$ cat config.mk
export PLATFORM = sky130hd
export DESIGN_NAME = regfile_dumper
export DESIGN_NICKNAME = d
export VERILOG_FILES = /design/src/rtl/regfile_pkg.sv /design/src/rtl/regfile_dumper.sv
export SDC_FILE = /design/constraint.sdc
export NUM_CORES = 1
export LEC_CHECK = 0
export ABC_AREA = 1
export BUFFER_PORTS_ARGS = -buffer_cell sky130_fd_sc_hd__clkbuf_2
export CAP_MARGIN = 20
export CORE_MARGIN = 2
export CORE_UTILIZATION = 35
export DETAILED_ROUTE_END_ITERATION = 8
export SETUP_SLACK_MARGIN = 0.1
export SYNTH_ARGS = -nofsm -noshare
export SYNTH_HDL_FRONTEND = slang
export SYNTH_SLANG_ARGS = --single-unit
export TNS_END_PERCENT = 1
$ cat constraint.sdc
create_clock -name clk -period 2.66 [get_ports clk]
set_clock_uncertainty 0.2 [all_clocks]
set_input_delay 0.399 -clock clk [delete_from_list [all_inputs] [get_ports clk]]
set_output_delay 0.399 -clock clk [all_outputs]
set_load 0.03 [all_outputs]
$ cat src/rtl/regfile_pkg.sv
// Shared types and sizes for the register bank and its dump walker.
// The dump FSM states and the {index, data} word layout live here.
package regfile_pkg;

    localparam int REG_ADDR_W = 5;
    localparam int REG_DATA_W = 32;
    localparam int REG_COUNT  = 32;

    typedef enum logic [1:0] {
        IDLE,
        LOAD,
        SEND,
        DONE
    } dump_state_t;

    typedef struct packed {
        logic [REG_ADDR_W-1:0] index;
        logic [REG_DATA_W-1:0] data;
    } dump_word_t;

endpackage

$ cat src/rtl/regfile_dumper.sv
// Walks the register bank read port and streams each register as an
// {index, data} word, holding freezeReq while a dump is in progress.
module regfile_dumper
    import regfile_pkg::*;
#(
    parameter int NUM_REGS  = 32,
    parameter int ADDR_W    = 5,
    parameter int DATA_W    = 32,
    parameter int SKIP_ZERO = 0
) (
    input  logic              clk,
    input  logic              reset,
    input  logic              start,
    input  logic              abort,
    output logic [ADDR_W-1:0] rdAddr,
    input  logic [DATA_W-1:0] rdData,
    output logic              outValid,
    input  logic              outReady,
    output logic [ADDR_W-1:0] outIndex,
    output logic [DATA_W-1:0] outData,
    output logic              outLast,
    output logic              busy,
    output logic              freezeReq,
    output logic              done
);

    localparam logic [ADDR_W-1:0] FIRST_IDX = ADDR_W'((SKIP_ZERO != 0) ? 1 : 0);
    localparam logic [ADDR_W-1:0] LAST_IDX  = ADDR_W'(NUM_REGS - 1);

    dump_state_t       state_q, state_d;
    logic [ADDR_W-1:0] count_q, count_d;
    logic              valid_q, valid_d;
    logic [ADDR_W-1:0] index_q, index_d;
    logic [DATA_W-1:0] data_q,  data_d;
    logic              last_q,  last_d;
    logic              done_q,  done_d;

    always_ff @(posedge clk or posedge reset) begin
        if (reset) begin
            state_q <= IDLE;
            count_q <= '0;
            valid_q <= 1'b0;
            index_q <= '0;
            data_q  <= '0;
            last_q  <= 1'b0;
            done_q  <= 1'b0;
        end else begin
            state_q <= state_d;
            count_q <= count_d;
            valid_q <= valid_d;
            index_q <= index_d;
            data_q  <= data_d;
            last_q  <= last_d;
            done_q  <= done_d;
        end
    end

    always_comb begin
        state_d = state_q;
        count_d = count_q;
        valid_d = valid_q;
        index_d = index_q;
        data_d  = data_q;
        last_d  = last_q;
        done_d  = 1'b0;

        case (state_q)
            IDLE: begin
                if (start) begin
                    count_d = FIRST_IDX;
                    state_d = LOAD;
                end
            end
            LOAD: begin
                data_d  = rdData;
                index_d = count_q;
                last_d  = (count_q == LAST_IDX);
                valid_d = 1'b1;
                state_d = SEND;
            end
            SEND: begin
                if (valid_q && outReady) begin
                    valid_d = 1'b0;
                    if (last_q) begin
                        state_d = DONE;
                    end else begin
                        count_d = count_q + ADDR_W'(1);
                        state_d = LOAD;
                    end
                end
            end
            DONE: begin
                done_d  = 1'b1;
                count_d = '0;
                state_d = IDLE;
            end
            default: begin
                state_d = IDLE;
            end
        endcase

        // Abort outranks a same-cycle handshake, so that word is dropped.
        if (abort && (state_q != IDLE)) begin
            state_d = IDLE;
            valid_d = 1'b0;
            count_d = '0;
            done_d  = 1'b0;
        end
    end

    assign rdAddr    = count_q;
    assign outValid  = valid_q;
    assign outIndex  = index_q;
    assign outData   = data_q;
    assign outLast   = last_q;
    assign busy      = (state_q != IDLE);
    assign freezeReq = busy;
    assign done      = done_q;

endmodule

==> metrics.md <==
| Metric | Value |
|---|---|
| Post-synth top flop | dfrtp_1 |
| Crit Path Max Fanout | 42 |
| Unique masters post-synth | 17 |
| Endpoint class of the critical path | flip-flop |
| Synth Instances | 230 |
| Worst-skew pair later-pin latency | 0.29 ns |
| Number of storage elements in the synthesis netlist | 47 |
| CTS tree | yes |
| Slew Viols, Final | 0 |
| Routed len/inst | 11.0 µm |
| Sequential group share of total power | 0.364 |
| Worst path required time | between 2 and 3 ns |
| First-pass GRT wire length | just under 7000 µm |
| IO buf count | a little over 80 |
| Reg2Reg Depth | 5 |
| Peak VDD IR | 0.434 mV |
| Die W | 78.7 µm |
| Ports | 84 |
| Synth Cell Area | 1950 µm² |
| DIE AREA | 6190 µm² |
| Layout cells sized above 1 | 0.324 |
| # DRC | 0 |
| Status | finished clean |
| Clock Tree Buf Depth | 2 |
| CTS clock-pin slew for the worst setup and hold paths | ~0.08 ns |
| CTS Buf Count | 5 |
| Sw power | between 1.5 and 2 mW |
| Largest net degree at the start of global routing | 43 |
| Fin. Hold Viols | 0 |
| CTS Hold Bufs | 0 |
| Least-Margin Pin Slew | 0.822 ns |
| Post-synth EDFFs | 0 |
| Final Util | 0.465 |
| Fill cells | 566 |
| Syn Nets | 269 |
| Post-layout min period | between 1.5 and 2 ns |
| Chip height | 78.7 µm |
| Setup CP Type | flip-flop to flip-flop |
| FFs w/ async S/R, synth | 1.00 |
| Via/cell ratio | 4.28 |
| CTS Sinks | between 40 and 50 |
| Power share of the combinational group | 0.489 |
| Worst Setup Start Kind | flip-flop |
| Vias in the first global route | 1496 |
| Int Pwr | 1.63 mW |
| Core area | 5440 µm² |
| Endpoints failing setup | 0 |
| H-tree Lvls | 2 |
| Fmax | ~570 MHz |
| Final wirelength | 4260 µm |
| Root buffer cell | clkbuf_8 |
| Mapped Avg Cell Area | 8.48 µm² |
| Clk pwr share | 0.146 |
| Final HPWL DP | just over 3000 µm |
| PostCTS Resize Cnt | 0 |
| Setup TNS | 0 ns |
| Register area share after synthesis | 0.603 |
| Final WS setup | 0.910 ns |
| Initial drt markers | 31 |
| Antenna cells | 0 |
| Grt ovf | 0 |
| Max-Cap Viols | 0 |
| Place WS | 0.879 ns |
| Area grow syn2layout | 29.6% |
| Critical path arrival | 1.71 ns |
| Switching fraction of total power | 0.484 |
| Routability cong. | between 0.7 and 0.8 |
| Drt pass-1 iters | 4 |
| Total GRT Usage | 0.139 |
| Initial antenna violation count | 0 |
| Starting density of the core | 0.359 |
| Leak | about 1.5 nW |
| Min-Delay Path Class | input pin to async pin |
| Via count | 1658 |
| Post-route ant nets | 0 |
| Slew headroom | 0.451 |
| NumNets Final | 353 |
| Postcts setup bufs | 0 |
| Power per Cell Area | 1250 nW/µm² |
| Unrepaired setup endpoints after global routing | false |
| Period Utilization, post-route | 0.658 |
| Syn. warnings | 0 |
| Site Rows | 27 |
## synthesized netlist by cell type (3+ instances only)
| cell | instances | area share |
|---|---|---|
| dfrtp_1 | 47 | 0.60 |
| nand2_2 | 3 | 0.0096 |
| nand2_1 | 122 | 0.23 |
| inv_2 | 3 | 0.0058 |
| inv_1 | 13 | 0.025 |
| o21ai_0 | 3 | 0.0077 |
| nor2_1 | 10 | 0.019 |
| o21bai_1 | 5 | 0.019 |
| buf_2 | 7 | 0.018 |
| nand3_1 | 3 | 0.0077 |
| o21ai_1 | 5 | 0.013 |
## kinds of logic after synthesis
family / Yosys count / synth area share
simple gates: 144 / 0.292
flops: 47 / 0.603
buf+inv: 24 / 0.0526
compound gates: 13 / 0.0398
fa+ha+maj: 2 / 0.0128
## worst max-delay path, cell delays in order, from the launching register on
cell     delay [ns]
dfrtp_1        0.39
inv_2          0.08
nor2_4         0.34
inv_2          0.39
nand2_1        0.14
o21ai_1        0.07
## per-layer routing
layer | wire length [µm] | track usage | part of all wire
met1 | 1960 | 0.174 | 0.46
met5 | 0 | 0 | 0
met4 | 53 | 0.0474 | 0.012
met2 | 1980 | 0.229 | 0.47
met3 | 260 | 0.0402 | 0.061
## sequential cells by signal, indices dropped and copies added, names as in the netlist
name and count:
done 1, outData 32, outIndex 5, outLast 1, outValid 1, rdAddr 5, state_q 2
## path summary, 6_finish.rpt
path,to,startpoint,slack (ns)
worst min-delay path,outData[22],reset,0.05
worst max register to register,outIndex[3],state_q[0],0.91
max in group asynchronous,outData[7],reset,1.57
worst max-delay path,outIndex[3],state_q[0],0.91
min in group clk,outData[6],rdData[6],0.10
worst min register to register,outData[11],outData[11],0.27
## metrics by stage
stage	area [µm²]	power, mW	instances	hold WS [ns]
6_report	2530	3.15	387	0.0469
5_1_grt	2530	3.38	387	0.0939
4_1_cts	2530	3.20	387	0.0792
3_5_place_dp	2430	2.73	379	0.259
3_3_place_gp	2430	2.71	379	0.255
2_1_floorplan	1950	2.30	230	0.272
## placed cells by master (no fill, tap or decap)
master,synthesis,routed
clkbuf_1,0,1
inv_1,13,12
nor2_4,1,1
nor2_1,10,10
nand3_1,3,3
nand4_1,1,1
inv_2,3,4
buf_4,1,2
nor2_2,2,2
nand2_1,122,122
nor3_1,2,2
o21bai_1,5,5
o21ai_0,3,3
o21ai_1,5,5
clkbuf_2,0,83
nand2_2,3,3
ha_1,2,2
dfrtp_1,47,47
clkbuf_8,0,7
## layout make-up
type                    instances  area [µm²]  share of cell area
flip-flops and latches         47        1180               0.465
multi-input cells             159         672               0.266
repair buffers                 85         430               0.170
clock buffers                   8         100              0.0396
well taps                      72        90.1              0.0356
inverters                      16        60.1              0.0238
## power groups by stage
stage	logic (mW)	clock network, mW	registers [mW]
after floorplan	0.632	0	1.67
after global placement	1.55	0	1.16
after detailed placement	1.57	0	1.16
after CTS	1.57	0.482	1.15
after global routing	1.69	0.510	1.18
final	1.54	0.460	1.15
Power figures use the tool's default switching activity.
